### config.mk
export PLATFORM = sky130hd
export DESIGN_NAME = draw_px_mux
export DESIGN_NICKNAME = d
export VERILOG_FILES = /design/src/rtl/draw_px_mux.sv
export SDC_FILE = /design/constraint.sdc
export NUM_CORES = 1
export LEC_CHECK = 0
export ABC_AREA = 0
export ABC_CLOCK_PERIOD_IN_PS = 3780
export BUFFER_PORTS_ARGS = -buffer_cell sky130_fd_sc_hd__clkbuf_2
export CAP_MARGIN = 15
export CORE_ASPECT_RATIO = 0.8
export CORE_MARGIN = 10
export CORE_UTILIZATION = 35
export CTS_BUF_LIST = sky130_fd_sc_hd__clkbuf_8
export DETAILED_ROUTE_END_ITERATION = 16
export HOLD_SLACK_MARGIN = 0.08
export SYNTH_ARGS = -nofsm -noshare
export SYNTH_HDL_FRONTEND = slang
export SYNTH_SLANG_ARGS = --single-unit
### constraint.sdc
create_clock -name CLK -period 3.78 [get_ports CLK]
set_clock_uncertainty 0.05 [all_clocks]
set_input_delay 0.756 -clock CLK [delete_from_list [all_inputs] [get_ports CLK]]
set_output_delay 0.756 -clock CLK [all_outputs]
set_load 0.01 [all_outputs]
### src/rtl/draw_px_mux.sv
// draw_px_mux: selects one drawing engine's pixel stream (X, Y, colour) and
// forwards it to the framebuffer writer through a 2-entry main/skid buffer.
// Source changes wait until every buffered beat of the old source has left.
module draw_px_mux #(
  parameter int NUM_SRC  = 8,
  parameter int X_W      = 10,
  parameter int Y_W      = 9,
  parameter int C_W      = 8,
  parameter int SEL_W    = 4,
  parameter int IDLE_SEL = 15
) (
  input  logic                   CLK,
  input  logic                   RST,
  input  logic [SEL_W-1:0]       SEL,
  input  logic                   SEL_LOAD,
  input  logic [NUM_SRC*X_W-1:0] IN_X,
  input  logic [NUM_SRC*Y_W-1:0] IN_Y,
  input  logic [NUM_SRC*C_W-1:0] IN_C,
  input  logic [NUM_SRC-1:0]     IN_VALID,
  output logic [NUM_SRC-1:0]     IN_READY,
  output logic [X_W-1:0]         OUT_X,
  output logic [Y_W-1:0]         OUT_Y,
  output logic [C_W-1:0]         OUT_C,
  output logic                   OUT_VALID,
  input  logic                   OUT_READY,
  output logic [SEL_W-1:0]       ACT_SEL,
  output logic                   BUSY,
  output logic                   SEL_ERR,
  output logic [15:0]            BEAT_CNT
);

  typedef enum logic [1:0] {ST_IDLE, ST_RUN, ST_DRAIN} state_t;

  localparam logic [SEL_W-1:0] IDLE_CODE = SEL_W'(IDLE_SEL);

  state_t           r_state;
  logic [SEL_W-1:0] r_act_sel;
  logic [SEL_W-1:0] r_pend;
  logic [1:0]       r_cnt;
  logic [X_W-1:0]   r_main_x, r_skid_x;
  logic [Y_W-1:0]   r_main_y, r_skid_y;
  logic [C_W-1:0]   r_main_c, r_skid_c;
  logic             r_sel_err;
  logic [15:0]      r_beat_cnt;

  logic             w_src_vld;
  logic [X_W-1:0]   w_src_x;
  logic [Y_W-1:0]   w_src_y;
  logic [C_W-1:0]   w_src_c;
  logic             w_push;
  logic             w_pop;
  logic [SEL_W-1:0] w_pend_eff;
  logic [NUM_SRC-1:0] w_in_ready;

  function automatic logic sel_legal(input logic [SEL_W-1:0] s);
    return int'(s) < NUM_SRC;
  endfunction

  function automatic logic [15:0] sat_inc(input logic [15:0] v);
    return (v == 16'hFFFF) ? v : v + 16'd1;
  endfunction

  // Route the active source's beat and build the one-hot ready vector
  always_comb begin
    w_src_vld  = 1'b0;
    w_src_x    = '0;
    w_src_y    = '0;
    w_src_c    = '0;
    w_in_ready = '0;
    for (int i = 0; i < NUM_SRC; i++) begin
      if (SEL_W'(i) == r_act_sel) begin
        w_src_vld     = IN_VALID[i];
        w_src_x       = IN_X[i*X_W +: X_W];
        w_src_y       = IN_Y[i*Y_W +: Y_W];
        w_src_c       = IN_C[i*C_W +: C_W];
        w_in_ready[i] = (r_state == ST_RUN) && (r_cnt != 2'd2);
      end
    end
  end

  assign w_push     = (r_state == ST_RUN) && (r_cnt != 2'd2) && w_src_vld;
  assign w_pop      = (r_cnt != 2'd0) && OUT_READY;
  assign w_pend_eff = SEL_LOAD ? SEL : r_pend;

  // Main entry and occupancy: main always holds the oldest beat
  always_ff @(posedge CLK or posedge RST) begin
    if (RST) begin
      r_cnt    <= 2'd0;
      r_main_x <= '0;
      r_main_y <= '0;
      r_main_c <= '0;
    end else begin
      case ({w_push, w_pop})
        2'b10: begin
          if (r_cnt == 2'd0) begin
            r_main_x <= w_src_x;
            r_main_y <= w_src_y;
            r_main_c <= w_src_c;
          end
          r_cnt <= r_cnt + 2'd1;
        end
        2'b01: begin
          if (r_cnt == 2'd2) begin
            r_main_x <= r_skid_x;
            r_main_y <= r_skid_y;
            r_main_c <= r_skid_c;
          end
          r_cnt <= r_cnt - 2'd1;
        end
        2'b11: begin
          // push needs count<2 and pop needs count>0, so count is 1 here
          r_main_x <= w_src_x;
          r_main_y <= w_src_y;
          r_main_c <= w_src_c;
        end
        default: ;
      endcase
    end
  end

  // Skid entry captures the second beat when main is occupied and not leaving
  always_ff @(posedge CLK) begin
    if (w_push && !w_pop && (r_cnt == 2'd1)) begin
      r_skid_x <= w_src_x;
      r_skid_y <= w_src_y;
      r_skid_c <= w_src_c;
    end
  end

  // Select FSM: IDLE -> RUN on a legal load, RUN -> DRAIN on any load,
  // DRAIN applies the latest pending select once the buffer is empty
  always_ff @(posedge CLK or posedge RST) begin
    if (RST) begin
      r_state    <= ST_IDLE;
      r_act_sel  <= IDLE_CODE;
      r_pend     <= IDLE_CODE;
      r_sel_err  <= 1'b0;
      r_beat_cnt <= 16'd0;
    end else begin
      r_sel_err <= 1'b0;
      if (w_pop) r_beat_cnt <= sat_inc(r_beat_cnt);
      case (r_state)
        ST_IDLE: begin
          if (SEL_LOAD) begin
            if (sel_legal(SEL)) begin
              r_act_sel  <= SEL;
              r_beat_cnt <= 16'd0;
              r_state    <= ST_RUN;
            end else if (SEL != IDLE_CODE) begin
              r_sel_err <= 1'b1;
            end
          end
        end
        ST_RUN: begin
          if (SEL_LOAD) begin
            r_pend  <= SEL;
            r_state <= ST_DRAIN;
          end
        end
        ST_DRAIN: begin
          r_pend <= w_pend_eff;
          if (r_cnt == 2'd0) begin
            if (sel_legal(w_pend_eff)) begin
              r_act_sel  <= w_pend_eff;
              r_beat_cnt <= 16'd0;
              r_state    <= ST_RUN;
            end else begin
              r_act_sel <= IDLE_CODE;
              r_state   <= ST_IDLE;
              if (w_pend_eff != IDLE_CODE) r_sel_err <= 1'b1;
            end
          end
        end
        default: r_state <= ST_IDLE;
      endcase
    end
  end

  assign IN_READY  = w_in_ready;
  assign OUT_X     = r_main_x;
  assign OUT_Y     = r_main_y;
  assign OUT_C     = r_main_c;
  assign OUT_VALID = (r_cnt != 2'd0);
  assign ACT_SEL   = r_act_sel;
  assign BUSY      = (r_state != ST_IDLE) || (r_cnt != 2'd0);
  assign SEL_ERR   = r_sel_err;
  assign BEAT_CNT  = r_beat_cnt;

endmodule

==> results of run 1 <==
[registers in the layout (all words and copies together) (netlist names), 2 cells and up]
name	flops
r_skid_c	8
BEAT_CNT	16
OUT_Y	9
ACT_SEL	4
r_cnt	2
OUT_C	8
r_pend	4
OUT_X	10
r_state	2
r_skid_x	10
r_skid_y	9
[report_power, final]
| group | switching [mW] | leakage, nW | internal [mW] |
|---|---|---|---|
| registers | 0.299 | 0.935 | 1.29 |
| logic | 2.04 | 2.65 | 1.23 |
| clock network | 0.345 | 0.112 | 0.372 |
[layer usage]
metal / share of wire (%) / vias to the layer above / wire (um) / track usage [%]
met5: 0 / - / 0 / 0
met4: 1.5 / 0 / 399 / 4.90
met3: 7.8 / 27 / 2020 / 5.57
met2: 46 / 285 / 11800 / 32.6
met1: 45 / 3048 / 11600 / 28.3
li1: - / 3166 / - / -
[path summary, 6_finish.rpt]
| path | startpoint | to | slack (ps) | cells past startpoint |
|---|---|---|---|---|
| worst max-delay path | ACT_SEL[1] | IN_READY[6] | 710 | 4 |
| worst min-delay path | RST | BEAT_CNT[10] | 320 | 2 |
| worst max register to register | ACT_SEL[0] | OUT_X[1] | 780 | 11 |
| worst min register to register | r_pend[3] | r_pend[3] | 460 | 2 |
| max in group asynchronous | RST | r_pend[2] | 2480 | 3 |
| min in group CLK | r_pend[3] | r_pend[3] | 460 | 2 |
[area by class of cell]
type                    count  area [sq um]  area share [%]
flip-flops and latches     83          2230            27.8
repair buffers            303          1560            19.5
inverters                  14          52.6           0.654
clock buffers               9           124            1.54
multi-input cells         561          3690            45.9
clock inverters             7          92.6            1.15
well taps                 225           282            3.51
[cells by family after synthesis]
logic type | share of synthesized area [%]
xor gates and xnor gates | 1.68
buffers and inverters | 5.76
and+or+nand+nor | 17.9
muxes | 13.7
adders and majority gates | 2.40
DFF | 35.5
AOI/OAI and AO/OA | 23.0
[synth_stat cells, drive strengths merged, types with 4 or more instances]
cell	instances	area share (%)
or3	8	0.80
inv	14	0.84
nor2b	4	0.52
mux2i	69	11
o21ai	81	6.5
clkbuf	21	1.3
dfstp	8	3.4
nor2	28	1.7
mux2	7	1.3
nand3	9	0.72
mux4	4	1.4
nand2	89	5.5
nor3	23	2.3
and2	6	0.60
a2bb2oi	4	0.56
xor2	9	1.3
nand2b	5	0.50
a21boi	7	0.84
edfxtp	27	13
nand4	6	0.60
dfrtp	48	19
buf	32	3.6
a22o	5	0.70
ha	12	2.4
o22ai	4	0.40
o31ai	5	0.60
nand3b	31	3.7
o2bb2ai	19	2.7
a21oi	74	5.9
a31oi	27	2.7
a31o	4	0.56
[critical path, stage by stage, from the launching register on]
cell and delay (ps):
dfstp_4 760, buf_4 480, nand2b_1 170, nor3_1 270, clkbuf_2 190
[per-stage QoR]
stage	setup WS [ps]	cells	hold slack [ps]	cell area [sq um]
after floorplan	926	711	423	6260
after global placement	848	1186	435	7820
after detailed placement	782	1186	446	7820
after CTS	675	1202	329	8030
after global routing	516	1202	346	8030
final	709	1202	316	8030
[cell usage in the layout (no fill, tap or decap), types with 4 or more instances in the layout]
master and n:
clkbuf_8 9, nand2_1 86, a2bb2oi_1 4, mux2i_1 69, nor3_1 18, a31oi_1 27, dfstp_2 6, o31ai_1 5
edfxtp_1 27, o22ai_1 4, a21boi_0 7, buf_4 13, a31o_2 4, and2_1 6, a22o_1 5, ha_1 12
or3_1 8, nand4_1 6, nand3b_1 31, o2bb2ai_1 19, nand2b_1 5, xor2_1 9, mux2_2 7, mux4_2 4
o21ai_0 78, inv_1 13, nand3_1 9, dfrtp_1 48, nor2_1 26, clkbuf_2 289, a21oi_1 74
==> qor.csv, run 1 <==
stage,metric,value,unit
clocking,numCtsBuffers,9,
final_layout,layout.nets,1216,
clocking,clk_pin_slew_worst_paths,90,ps
sta,fmax,326,MHz
setup_path,critPathCaptureType,output pin,
drt,ant_nets,0,
floorplan,core-area,17400,sq um
synthesis,syn_area,6260,sq um
clocking,htree_levels,3,
pwr,power_density,694,nW/um^2
min_path,hp-class,input pin to asynchronous set/reset pin,
synthesis,synth_cells,711,
floorplan,ios,290,
global_routing,grt_pass1_vias,6707,
drt,drt_first_iter_violations,512,
sta,min_period_over_period,81.2,%
final_layout,final_util,46.1,%
final_layout,areaGrowthSynthToFinish,28.4,%
synthesis,ys_async_sr_fraction,67.5,%
synthesis,synth-edff-count,27,
placed_design,place_congestion,0.898,
floorplan,initial_utilization,35.9,%
sta,slew-limit-headroom,44.0,%
run,maxCapViolations,0,
floorplan,dieArea,23700,sq um
global_routing,grt_overflow_total,0,
sta,final.setup.tns,0,ps
placed_design,dp_hpwl,20900,um
sta,final_hold_viol_count,0,
sta,tightest_slew,840,ps
sta,drv_slew,0,
final_layout,drive_gt1_share,36.5,%
setup_path,path_class,register to output pin,
drt,wire_per_inst,21.5,um
clocking,cts_tree,done,
global_routing,groute.usage.overall,21.0,%
sta,post-route-min-period,3070,ps
drt,vias,6526,
floorplan,die_h,140,um
sta,rsz0062_at_grt,no,
global_routing,antenna_found_initial,0,
final_layout,fillers,1797,
pwr,ir_drop,0.328,mV
drt,viasPerCell,5.43,
synthesis,yosysWarningCount,0,
floorplan,rows,43,
clocking,clockBufferDepth,2,
clocking,clock_latency,370,ps
clocking,cts_resized,0,
final_layout,diodes,0,
global_routing,grt_max_degree,59,
status,outcome,finished clean,
synthesis,syn_avg_cell_area,8.80,sq um
synthesis,synthFlopType,dfrtp_1,
synthesis,synth_fp_nets,955,
setup_path,start_kind,register,
drt,routed_wl,25800,um
sta,finalSetupViolCount,0,
setup_path,required,2970,ps
clocking,ctsRootBufferMaster,clkbuf_8,
drt,drcViolationCount,0,
pwr,power.total,5.57,mW
clocking,cts_setup_buffers,0,
setup_path,cp_max_fo,39,
floorplan,fp.dieW,169,um
synthesis,yosysSeqAreaShare,35.5,%
placed_design,portBuffers,289,
drt,dr.pass1.iters,7,
clocking,cts_sinks,83,
synthesis,ys_ff_latch,83,
synthesis,yosys.cell_types.count,54,
global_routing,grt_pass1_wl,39200,um
clocking,cts_hold_buf,0,
pwr,p_leak,3.70,nW
setup_path,crit_arrival,2260,ps
Note: power is estimated with default switching activity, not from simulation.
==> run 2: changes to the inputs <==
Settings changed: ABC_CLOCK_PERIOD_IN_PS 3780 to 2800, PLACE_DENSITY set to 0.65.
Clock period 3.78 ns to 2.8 ns, I/O delays scaled along.
==> run 2 against run 1 <==
Effect of this change: the flow now finishes with violations (setup timing); hold slack lost 120 ps; first-iteration DRC count grew 6.4%; global-route usage shrank 0.22 points; sequential cell count is the same; routed wire length grew 3.3%; total power grew 47%; die area is the same; worst setup slack lost 710 ps; clock power grew 23%; cell count grew 2.3%; design area grew 5.2%; count of clock-buffer cells in the layout is the same; critical path type is now register to register; critical endpoint is now OUT_Y[4]; highest routed layer is now met5.
==> qor.csv, run 2 (synthesis gave the netlist of run 1 again) <==
stage,metric,value,unit,change
sta,final.setup.tns,-2.05,ps,-2.05 ps
placed_design,dpl_cell_area,8000,sq um,+2.4%
sta,drv_slew,0,,unchanged
drt,vias,6665,,+2.1%
min_path,hp-class,input pin to asynchronous set/reset pin,,
clocking,htree_levels,3,,unchanged
final_layout,largest_register_ffs,16,,unchanged
setup_path,crit_arrival,2990,ps,+730 ps
placed_design,portBuffers,289,,unchanged
sta,final_hold_viol_count,0,,unchanged
pwr,p_int,4.28,mW,+48%
global_routing,grt_max_degree,71,,+20%
pwr,switching_share,47.7,%,-0.35 points
final_layout,diodes,0,,unchanged
pwr,power_density,969,nW/um^2,+40%
floorplan,ios,290,,unchanged
global_routing,groute.usage.overall,20.7,%,-0.22 points
setup_path,start_kind,register,,
pwr,ir_drop,0.469,mV,+43%
sta,tightest_slew,675,ps,-165 ps
floorplan,initial_utilization,35.9,%,unchanged
final_layout,layoutNonFillerInstCount,1230,,+2.3%
sta,slew-limit-headroom,55.0,%,+11 points
pwr,p_leak,3.89,nW,+5.3%
sta,min_period_over_period,100,%,
final_layout,areaGrowthSynthToFinish,35.1,%,
placed_design,dp.cells,1204,,+1.5%
final_layout,fin_area,8450,sq um,+5.2%
status,violations,setup timing,,
setup_path,required,2990,ps,+20 ps
setup_path,cp_max_fo,7,,-82%
placed_design,place_congestion,0.935,,+4.1%
sta,fmax,357,MHz,
clocking,ctsRootBufferMaster,clkbuf_8,,
status,outcome,"finished, violations left",,
final_layout,layout.nets,1245,,+2.4%
setup_path,cp_slowest_stage_delay,650,ps,-110 ps
global_routing,grt_pass1_wl,38600,um,-1.5%
final_layout,layout_common_cells,"clkbuf_2, nand2_1, a21oi_1, mux2i_1, o21ai_0",,
placed_design,dp_hpwl,20700,um,-1.1%
final_layout,fillers,1788,,-0.50%
clocking,cts_tree,done,,
global_routing,grt_pass1_vias,6597,,-1.6%
final_layout,drive_gt1_share,39.6,%,+3.1 points
setup_path,critPathCaptureType,register,,
final_layout,final_common_cell,clkbuf_2,,
sta,finalSetupViolCount,1,,+1
clocking,clockBufferDepth,2,,unchanged
drt,viasPerCell,5.42,,-0.19%
pwr,netSwitchingPower,3.91,mW,+46%
setup_path,path_cells,"mux4_2, mux2i_2, or3_4, inv_2, ha_4, nor2b_4, nor3_4, buf_6, clkbuf_16, nand3b_1, o21ai_1, a31oi_1",,
sta,post-route-min-period,2800,ps,
drt,routed_wl,26600,um,+3.3%
clocking,clk_pin_slew_worst_paths,90,ps,about the same
floorplan,die_h,140,um,unchanged
floorplan,core-area,17400,sq um,unchanged
drt,dr.pass1.iters,5,,-2
clocking,cts_sinks,83,,unchanged
drt,wire_per_inst,21.7,um,+0.91%
sta,fin_ws,-2.05,ps,-711 ps
floorplan,rows,43,,unchanged
sta,rsz0062_at_grt,yes,,
floorplan,fp.dieW,169,um,unchanged
clocking,clock_latency,360,ps,about the same
pwr,pwr-share-clk,10.8,%,-2.1 points
drt,ant_nets,0,,unchanged
global_routing,antenna_found_initial,1,,+1
pwr,pwr-share-comb,64.4,%,+5.7 points
drt,drcViolationCount,0,,unchanged
pwr,seqPwrFrac,24.8,%,-3.7 points
setup_path,path_class,register to register,,
global_routing,grt_overflow_total,0,,unchanged
clocking,numCtsBuffers,9,,unchanged
run,maxCapViolations,0,,unchanged
floorplan,dieArea,23700,sq um,unchanged
setup_path,crit_slowest_cell,dfstp_4,,
drt,drt_first_iter_violations,545,,+6.4%
## run 2: cell types whose count changed in the layout (fill, tap and decap cells not counted), sizes merged
| cell | previous run | this run |
|---|---|---|
| inv | 16 | 18 |
| buf | 14 | 39 |
| clkinvlp | 1 | 0 |
| bufinv | 2 | 1 |
| clkbuf | 298 | 302 |
| clkinv | 2 | 1 |
## run 2: timing repair
action                     CTS  global route
setup endpoints to repair   25            27
hold buffers                 0             0
cloned                       1             6
pin swaps                    1             2
setup buffers                1             3
gates resized for setup      5            37
## run 2: per-stage QoR
step                hold WS, ps  util (%)  power [mW]  setup WS (ps)
floorplan                   423         -        5.14          -8.76
global placement            432      45.9        6.74           33.9
detailed placement          440      45.9        6.79          -51.6
CTS                         208      47.3        7.81          -5.64
global route                229      48.5        8.70          -92.0
finish                      198      48.5        8.19          -2.05
## run 2: worst max-delay path, delay by kind of cell, from the launching register on
kind                       cells  cell delay, ps
DFF                            1             650
and+or+nand+nor                4             620
AOI/OAI and AO/OA              2             130
adders and majority gates      1             140
muxes                          2             690
buffers and inverters          3             400
## run 2: worst paths after layout
kind,slack (ps),from,cells after the start,endpoint
max,-2,ACT_SEL[0],12,OUT_Y[4]
min,200,RST,2,BEAT_CNT[0]
max reg2reg,-2,ACT_SEL[0],12,OUT_Y[4]
min reg2reg,460,r_pend[3],2,r_pend[3]
max in group asynchronous,1800,RST,3,ACT_SEL[2]
min in group CLK,430,SEL[3],3,SEL_ERR
## run 2: final cells by class
type / count / area (sq um) / share of cell area, %
inverters: 14 / 52.6 / 0.622
well taps: 225 / 282 / 3.33
clock inverters: 6 / 70.1 / 0.829
flip-flops and latches: 83 / 2230 / 26.4
multi-input cells: 561 / 3740 / 44.3
clock buffers: 9 / 124 / 1.47
repair buffers: 332 / 1950 / 23.1
## run 2: power groups by stage
stage               combinational, mW  sequential (mW)  clock, mW
floorplan                        3.08             2.06          0
global placement                 4.71             2.03          0
detailed placement               4.76             2.03          0
CTS                              4.89             2.01      0.907
global route                     5.70             2.06      0.941
finish                           5.27             2.03      0.885
## run 2: metal layers
layer | vias up | part of all wire (%) | track usage (%)
li1 | 3223 | - | -
met1 | 3140 | 46 | 28.7
met2 | 284 | 45 | 31.9
met3 | 16 | 7.6 | 5.24
met4 | 2 | 0.96 | 4.08
met5 | - | 0.068 | 0
